## config.mk

```make
export PLATFORM = sky130hd
export DESIGN_NAME = eth_rx_mii
export DESIGN_NICKNAME = d
export VERILOG_FILES = /design/src/rtl/eth_rx_mii.sv
export SDC_FILE = /design/constraint.sdc
export NUM_CORES = 1
export LEC_CHECK = 0
export CAP_MARGIN = 5
export CORE_MARGIN = 5
export CORE_UTILIZATION = 50
export DETAILED_ROUTE_END_ITERATION = 6
export GPL_ROUTABILITY_DRIVEN = 1
export PLACE_DENSITY = 0.79
export RECOVER_POWER = 100
export SYNTH_ARGS = -nofsm -noshare
export SYNTH_HDL_FRONTEND = slang
export SYNTH_SLANG_ARGS = --single-unit
```

## constraint.sdc

```tcl
create_clock -name MRxClk -period 6.3 [get_ports MRxClk]
set_input_delay 1.26 -clock MRxClk [delete_from_list [all_inputs] [get_ports MRxClk]]
set_output_delay 1.26 -clock MRxClk [all_outputs]
set_load 0.03 [all_outputs]
```

## src/rtl/eth_rx_mii.sv

```systemverilog
// -----------------------------------------------------------------------------
// eth_rx_mii
//
// MII receive front end. Nibbles sampled on MRxClk are stripped of preamble
// and SFD, then packed into 32-bit little-endian words that stream out without
// backpressure. The FCS is checked with a CRC-32 residue test, and per-frame
// status is reported with a one-cycle rx_done_o pulse.
//
// Parameters:
//   MIN_LEN  minimum legal frame length in bytes (FCS included)
//   MAX_LEN  maximum legal frame length in bytes (FCS included)
//
// Ports:
//   MRxClk          receive clock, all logic on its rising edge
//   prstn_i         asynchronous active-low reset
//   MRxD/MRxDV/MRxErr  MII receive nibble, data valid, PHY error
//   rx_data_o       assembled word, byte 0 in [7:0]
//   rx_valid_o      one-cycle strobe for rx_data_o / rx_be_o / rx_sof_o
//   rx_be_o         byte enables (1111, or 0001/0011/0111 on the last word)
//   rx_sof_o        first word of a frame
//   rx_done_o       one-cycle end-of-frame strobe, status valid
//   rx_len_o        frame byte count including FCS (saturating)
//   rx_crc_err_o, rx_phy_err_o, rx_short_err_o, rx_long_err_o, rx_align_err_o
//                   per-frame status, held until the next rx_done_o
// -----------------------------------------------------------------------------
module eth_rx_mii #(
  parameter int MIN_LEN = 64,
  parameter int MAX_LEN = 1518
) (
  input  logic        MRxClk,
  input  logic        prstn_i,
  input  logic [3:0]  MRxD,
  input  logic        MRxDV,
  input  logic        MRxErr,
  output logic [31:0] rx_data_o,
  output logic        rx_valid_o,
  output logic [3:0]  rx_be_o,
  output logic        rx_sof_o,
  output logic        rx_done_o,
  output logic [15:0] rx_len_o,
  output logic        rx_crc_err_o,
  output logic        rx_phy_err_o,
  output logic        rx_short_err_o,
  output logic        rx_long_err_o,
  output logic        rx_align_err_o
);

  typedef enum logic [1:0] {
    S_IDLE,
    S_PREAMBLE,
    S_DATA,
    S_DROP
  } state_e;

  // Register orientation is MSB-first with data bits fed LSB-first, so the
  // good-frame residue appears bit-reversed relative to the reflected form.
  localparam logic [31:0] CRC_RESIDUE = 32'hC704DD7B;
  localparam logic [31:0] CRC_POLY    = 32'h04C11DB7;
  localparam logic [15:0] MIN_LEN_W   = 16'(MIN_LEN);
  localparam logic [15:0] MAX_LEN_W   = 16'(MAX_LEN);

  function automatic logic [31:0] crc_fold(input logic [31:0] crc, input logic [7:0] data);
    logic [31:0] r;
    r = crc;
    for (int i = 0; i < 8; i++) begin
      if (r[31] ^ data[i]) r = {r[30:0], 1'b0} ^ CRC_POLY;
      else                 r = {r[30:0], 1'b0};
    end
    return r;
  endfunction

  state_e      state_q;
  logic        dv_prev_q;
  logic        armed_q;       // set once DV has been seen low after reset
  logic        phase_q;       // 1: low nibble held, waiting for high nibble
  logic        from_data_q;   // DROP was entered from DATA (oversize)
  logic        first_word_q;
  logic        phy_err_q;
  logic        long_err_q;
  logic [3:0]  low_nib_q;
  logic [15:0] count_q;
  logic [31:0] crc_q;
  logic [31:0] word_q;

  logic [7:0]  byte_w;
  logic [1:0]  lane_w;
  logic [31:0] crc_byte_w;
  logic [15:0] count_inc_w;
  logic [31:0] word_ins_w;
  logic [3:0]  tail_be_w;
  logic        end_frame_w;
  logic        align_w;

  always_comb begin
    byte_w      = {MRxD, low_nib_q};
    lane_w      = count_q[1:0];
    crc_byte_w  = crc_fold(crc_q, byte_w);
    count_inc_w = (count_q == 16'hFFFF) ? count_q : count_q + 16'd1;
    word_ins_w  = word_q;
    word_ins_w[{lane_w, 3'b000} +: 8] = byte_w;
    case (lane_w)
      2'd1:    tail_be_w = 4'b0001;
      2'd2:    tail_be_w = 4'b0011;
      2'd3:    tail_be_w = 4'b0111;
      default: tail_be_w = 4'b0000;
    endcase
    // Frame-ending DV fall: from DATA, or from DROP after an oversize cut.
    end_frame_w = !MRxDV && ((state_q == S_DATA) || (state_q == S_DROP && from_data_q));
    // Only a DATA-state end can leave a dangling low nibble.
    align_w     = (state_q == S_DATA) && phase_q;
  end

  always_ff @(posedge MRxClk or negedge prstn_i) begin
    if (!prstn_i) begin
      state_q        <= S_IDLE;
      dv_prev_q      <= 1'b0;
      armed_q        <= 1'b0;
      phase_q        <= 1'b0;
      from_data_q    <= 1'b0;
      first_word_q   <= 1'b0;
      phy_err_q      <= 1'b0;
      long_err_q     <= 1'b0;
      low_nib_q      <= 4'h0;
      count_q        <= 16'h0;
      crc_q          <= 32'h0;
      word_q         <= 32'h0;
      rx_data_o      <= 32'h0;
      rx_valid_o     <= 1'b0;
      rx_be_o        <= 4'h0;
      rx_sof_o       <= 1'b0;
      rx_done_o      <= 1'b0;
      rx_len_o       <= 16'h0;
      rx_crc_err_o   <= 1'b0;
      rx_phy_err_o   <= 1'b0;
      rx_short_err_o <= 1'b0;
      rx_long_err_o  <= 1'b0;
      rx_align_err_o <= 1'b0;
    end else begin
      dv_prev_q  <= MRxDV;
      if (!MRxDV) armed_q <= 1'b1;
      rx_valid_o <= 1'b0;
      rx_sof_o   <= 1'b0;
      rx_done_o  <= 1'b0;

      case (state_q)
        S_IDLE: begin
          // armed_q keeps a DV that stayed high across reset from
          // looking like a fresh 0->1 edge.
          if (armed_q && MRxDV && !dv_prev_q) begin
            state_q     <= (MRxD == 4'h5) ? S_PREAMBLE : S_DROP;
            from_data_q <= 1'b0;
          end
        end

        S_PREAMBLE: begin
          if (!MRxDV) begin
            state_q <= S_IDLE;
          end else if (MRxD == 4'hD) begin
            state_q      <= S_DATA;
            phase_q      <= 1'b0;
            count_q      <= 16'h0;
            crc_q        <= 32'hFFFFFFFF;
            word_q       <= 32'h0;
            first_word_q <= 1'b1;
            phy_err_q    <= 1'b0;
            long_err_q   <= 1'b0;
          end else if (MRxD != 4'h5) begin
            state_q     <= S_DROP;
            from_data_q <= 1'b0;
          end
        end

        S_DATA: begin
          if (!MRxDV) begin
            state_q <= S_IDLE;
          end else begin
            if (MRxErr) phy_err_q <= 1'b1;
            if (!phase_q) begin
              low_nib_q <= MRxD;
              phase_q   <= 1'b1;
            end else begin
              phase_q <= 1'b0;
              if (count_q >= MAX_LEN_W) begin
                // This byte would exceed MAX_LEN: not counted, not emitted.
                long_err_q  <= 1'b1;
                state_q     <= S_DROP;
                from_data_q <= 1'b1;
              end else begin
                crc_q   <= crc_byte_w;
                count_q <= count_inc_w;
                word_q  <= word_ins_w;
                if (lane_w == 2'd3) begin
                  rx_valid_o   <= 1'b1;
                  rx_data_o    <= word_ins_w;
                  rx_be_o      <= 4'hF;
                  rx_sof_o     <= first_word_q;
                  first_word_q <= 1'b0;
                end
              end
            end
          end
        end

        S_DROP: begin
          if (!MRxDV) state_q <= S_IDLE;
        end

        default: state_q <= S_IDLE;
      endcase

      if (end_frame_w) begin
        if (lane_w != 2'd0) begin
          rx_valid_o   <= 1'b1;
          rx_data_o    <= word_q;
          rx_be_o      <= tail_be_w;
          rx_sof_o     <= first_word_q;
          first_word_q <= 1'b0;
        end
        rx_done_o      <= 1'b1;
        rx_len_o       <= count_q;
        rx_crc_err_o   <= (crc_q != CRC_RESIDUE);
        rx_phy_err_o   <= phy_err_q;
        rx_short_err_o <= (count_q < MIN_LEN_W);
        rx_long_err_o  <= long_err_q;
        rx_align_err_o <= align_w;
      end
    end
  end

endmodule

```

# Word level (Yosys, flattened, before mapping)
# Cells that the tools add are included.
# Widths: inputs -> output; s select.
# classes
n_addsub	2
order_cmp	2
eq_ne	26
shift	2
mux	94
bitwise	17
reduce_logical	20
# op_table
operator	count
$mux 32	17
$mux 27	8
$pmux 32 s2	2
$not 14->14	8
$mux 16	6
$mux 1	36
$bwmux 32	1
$ne 32x32->1 const B	1
$pmux 16 s2	1
$shift 8x7->32 const A	1
$shiftx 8x7->32	1
$mux 4	7
$ne 2x2->1 const B	11
$mux 2	9
$add 16x1->16 const B	1
$eq 16x16->1 const B	1
$ge 16x11->1 const B	1
$lt 16x7->1 const B	1
$reduce_and 6->1	2
$reduce_and 5->1	2
$pmux 3 s3	1
$eq 2x2->1 const B	4
$pmux 1 s2	4
$pmux 2 s4	1
other kinds (22)	36
# totals
regBits	153
inputBits	8
out_inout_bits	60
elab_cells	186

# Depth between registers and ports, before layout
# depth
word_depth	20
mapped_depth	11
ltp_nobuf	8

# Least setup slack after synthesis
# No wires, ideal clock.
# synth_path
path_kind	input -> register
start	input port MRxD[2]
end	register count_q[7]
setup_ns	0.078
arrival_time_ns	2.789
required_ns	6.222
setup_slack_ns	3.433
cell_stages	8
path_buffers	2
path_cell_list	buf_4 and4b_1 o221ai_2 a31oi_4 nand2b_4 buf_6 or4_1 a21oi_1
# synth_via
elab_chain_len	3
# synth_rtl
item	line_no	text
from (decl)	32	input logic [3:0] MRxD,
$eq 4x4->1	158	end else if (MRxD == 4'hD) begin
$ne 2x2->1 (no line)	--	
$reduce_and 7->1 (no line)	--	
to (signal assigned)	190	count_q <= count_inc_w;
to (decl)	81	logic [15:0] count_q;
# No other way between the ends.
# A chain may end at the register's enable or synchronous reset.

# Worst setup path after layout
# layout_path
start	input port MRxD[3]
end	register word_q[16]
# layout_via
elab_chain_len	6
word_cells_on_any_way	9
cone_classes	2 x eq/ne; 1 x shift; 5 x mux; 1 x reduce/logical
# layout_rtl
item	line_no	text
$shiftx 8x7->32	100	word_ins_w[{lane_w, 3'b000} +: 8] = byte_w;
$bwmux 32	100	
$mux 32	183	if (count_q >= MAX_LEN_W) begin
$mux 32	178	if (!phase_q) begin
$mux 32	174	if (!MRxDV) begin
$pmux 32 s2	145	case (state_q)
to (signal assigned)	191	word_q <= word_ins_w;
to (decl)	83	logic [31:0] word_q;
# Several ways; a longest one is shown, not always the timed one. The select of a mux whose other input is x is not followed.

==> results.txt <==
----------------------------------------------------
[Run status]
  Run status ... complete, but fails checks
  Violations in the final reports ... capacitance limit, slew limit

[Route]
  Starting DRC count in detailed routing ... 791
  Detailed-route DRC error count ... 0
  Met1 layer wirelength in the final routing ... 8140 um
  Router iterations before antenna repair ... 6
  Vias per inst ... 5.92
  Final wirelength ... 18500 um
  Overall via count from detail_route ... 5830
  Highest signal layer in the routed design ... met4
  Avg WL per Cell ... 18.8 um
  Routed length on met2 ... 8680 um
  DR WL met3 ... 1350 um
  Remaining antenna violation count ... 0

[Worst hold path]
  Hold crit path type ... reg -> reg

[Worst setup path]
  Number of cell instances on the worst register-to-register path ... 9
  Setup slack on the worst flop-to-flop path ... 2.30 ns
  Critical R2R Launch ... count_q[0]
  Worst setup path startpoint ... MRxD[3]
  Critical path cell sequence ... dlygate4sd3_1 -> and4b_1 -> o21bai_1 -> nor2_2 -> clkbuf_1 -> a32oi_1 -> o21ai_0
  Slowest CP cell ... clkbuf_1
  Worst setup EP type ... flip-flop
  Crit path largest cell delay ... 1.50 ns
  Cell depth of the worst setup path ... 7
  R2r endpoint ... rx_data_o[10]
  Type of the worst setup path ... in -> reg
  Crit path buf inv count ... 2
  Nature of the critical path startpoint ... input pin
  Top Family by Delay on Critical Path ... buffers and inverters
  Worst endpoint data arrival time ... 5.02 ns
  End of the critical path ... word_q[16]
  Largest fanout on the critical path ... 45
  Required time of the worst setup path ... 6.64 ns

[Yosys]
  Sequential cell area fraction in the yosys report ... 0.507
  Async set or reset register ratio after synthesis ... 1.00
  Number of flops mapped to enable cells by yosys ... 0
  Number of different library cells in the post-synthesis netlist ... 65
  Synth warnings ... 0
  Post-synthesis average cell area ... 10.3 um2
  Count of state elements after synthesis ... 153
  Number of instances in the synthesized netlist ... 732
  Syn nets ... 752
  Primary FF master, synth ... dfrtp_1
  Mapped cell area ... 7550 um2

[Final layout]
  Number of filler cells placed in the layout ... 1243
  Synthesis-to-finish area growth ... 17.8%
  Most common cell after layout, fill and taps aside ... dfrtp_1
  Commonest cells after routing, fill and taps aside ... 153 x dfrtp_1, 104 x nand2_1, 64 x dlygate4sd3_1, 56 x nor2_1
  Number of inserted diodes ... 0
  Design Area, Final ... 8890 um2
  Fraction of layout cells with a size suffix above 1 ... 0.0967
  Layout Nets ... 803

[Global routing]
  Number of global-route vias before repair ... 5713
  First-pass GRT wire length ... 30700 um
  Maximum number of pins on one net before global-route repair ... 111
  Antenna violations before repair ... 0
  Global route total overflow ... 0
  Tot GR Track Use ... 0.217

[STA]
  Setup TNS ... 0 ns
  Number of hold violations in the final report ... 0
  Final cycle utilization of the critical path ... 0.742
  Final count of pins violating max slew ... 214
  Minimum period implied by the final worst setup slack ... 4.68 ns
  Final-report setup violation count ... 0
  Highest attainable clock frequency ... 214 MHz
  Worst-Margin Slew ... 2.69 ns
  Slew Limit Headroom ... -0.793
  Final clock skew ... 0.00991 ns
  Final setup margin ... 1.62 ns
  RSZ-0062 raised after global routing ... no
  Worst Hold Slack ... 0.473 ns

[Pwr]
  Power after layout ... 4620 uW
  Cell Pwr Density ... 520 nW/um2
  Maximum vdd drop ... 0.246 mV
  Leakage power of the design ... 0.00396 uW

[Job]
  Total of max-cap violations ... 4

[Placed design]
  Total half-perimeter wirelength after legalization and detailed placement ... 12000 um
  Gp weighted congestion ... 0.868
  Input/output buffers ... 67
  Place WS ... 2.08 ns
  Post-placement cell area ... 8330 um2

[Clock tree]
  CTS tree ... built
  Worst-Skew Late Latency ... 0.43 ns
  Post-cts repair resize count ... 0
  Total setup buffers inserted after CTS ... 0
  Largest buffer count on any clock path ... 2
  CTS buffer count ... 17
  Clk slew on worst S/H paths ... 0.06 ns
  CTS Root Buffer Type ... clkbuf_16
  Number of clock sinks ... 153
  Number of hold buffers added after CTS ... 0
  Deepest level of the CTS H-tree ... 4

[Floorplan]
  Vertical die dimension ... 133 um
  Cell Rows ... 45
  Initial standard-cell utilization of the core ... 0.504
  Width of the chip ... 133 um
  Area of the die ... 17700 um2
  Area inside the core boundary ... 15000 um2
  Top-level I/O count ... 68

----------------------------------------------------
-- power by group --
part	switching, uW	internal [uW]	leakage (uW)
registers	245	1180	0.00193
clock network	410	672	0.000304
logic	1250	861	0.00173
-- state kept, by name, summed over array words and instances, names as in the netlist, 2 cells and up --
name,count
low_nib_q,4
rx_be_o,4
crc_q,32
word_q,32
rx_data_o,32
state_q,2
rx_len_o,16
count_q,16
-- cell usage after synthesis, types with 5 or more instances --
cell type / number / share of area
nor2_1: 56 / 0.028
nand2_1: 104 / 0.052
nor2b_1: 6 / 0.0050
nor3_1: 5 / 0.0033
mux2_2: 23 / 0.034
xnor2_1: 44 / 0.051
buf_2: 9 / 0.0060
nand3_1: 21 / 0.014
a21oi_1: 44 / 0.029
inv_1: 14 / 0.0070
a22o_1: 18 / 0.021
nand4_1: 11 / 0.0091
o21ai_0: 43 / 0.029
a32oi_1: 19 / 0.022
dfrtp_1: 153 / 0.51
ha_1: 12 / 0.020
clkbuf_1: 29 / 0.014
xor2_1: 17 / 0.020
xnor2_2: 7 / 0.015
a22oi_1: 11 / 0.011
a31oi_1: 5 / 0.0041
or3_1: 7 / 0.0058
-- area by class of cell --
class | instances | area [um2] | share of cell area
Clock buffer | 20 | 447 | 0.0502
Clock inverter | 12 | 174 | 0.0196
Multi-Input combinational cell | 521 | 3440 | 0.386
Sequential cell | 153 | 3830 | 0.431
Tap cell | 188 | 235 | 0.0265
Inverter | 16 | 60.1 | 0.00675
Timing Repair Buffer | 74 | 711 | 0.0799
-- stage by stage --
stage           util  instances
2_1_floorplan      -        732
4_1_cts        0.597        984
3_5_place_dp   0.556        952
5_1_grt        0.594        984
6_report       0.594        984
3_3_place_gp   0.556        952
-- how the worst min path moves through the flow --
stage	from	to	slack (ns)	depth (start not counted)
2_1_floorplan	armed_q	armed_q	0.44	1
3_3_place_gp	armed_q	armed_q	0.45	1
3_5_place_dp	armed_q	armed_q	0.46	1
4_1_cts	armed_q	armed_q	0.47	1
5_1_grt	armed_q	armed_q	0.49	1
6_report	armed_q	armed_q	0.47	1
-- per-layer routing --
layer	vias up	GRT usage
met5	-	0.00278
met1	2878	0.304
met2	244	0.328
met3	28	0.0574
li1	2680	-
met4	0	0.0704
-- cell families (layout without fill, tap and decap cells) --
logic type               after synthesis  in the layout  synth area share
AND/OR/NAND/NOR                      247            247             0.158
AO/OA/AOI/OAI                        167            167             0.150
flip-flops                           153            153             0.507
XOR/XNOR                              71             71            0.0953
buffers and inverters                 58            122            0.0333
multiplexers                          24             24            0.0356
adder cells (fa/ha/maj)               12             12            0.0199
Note: power is estimated with default switching activity, not from simulation.
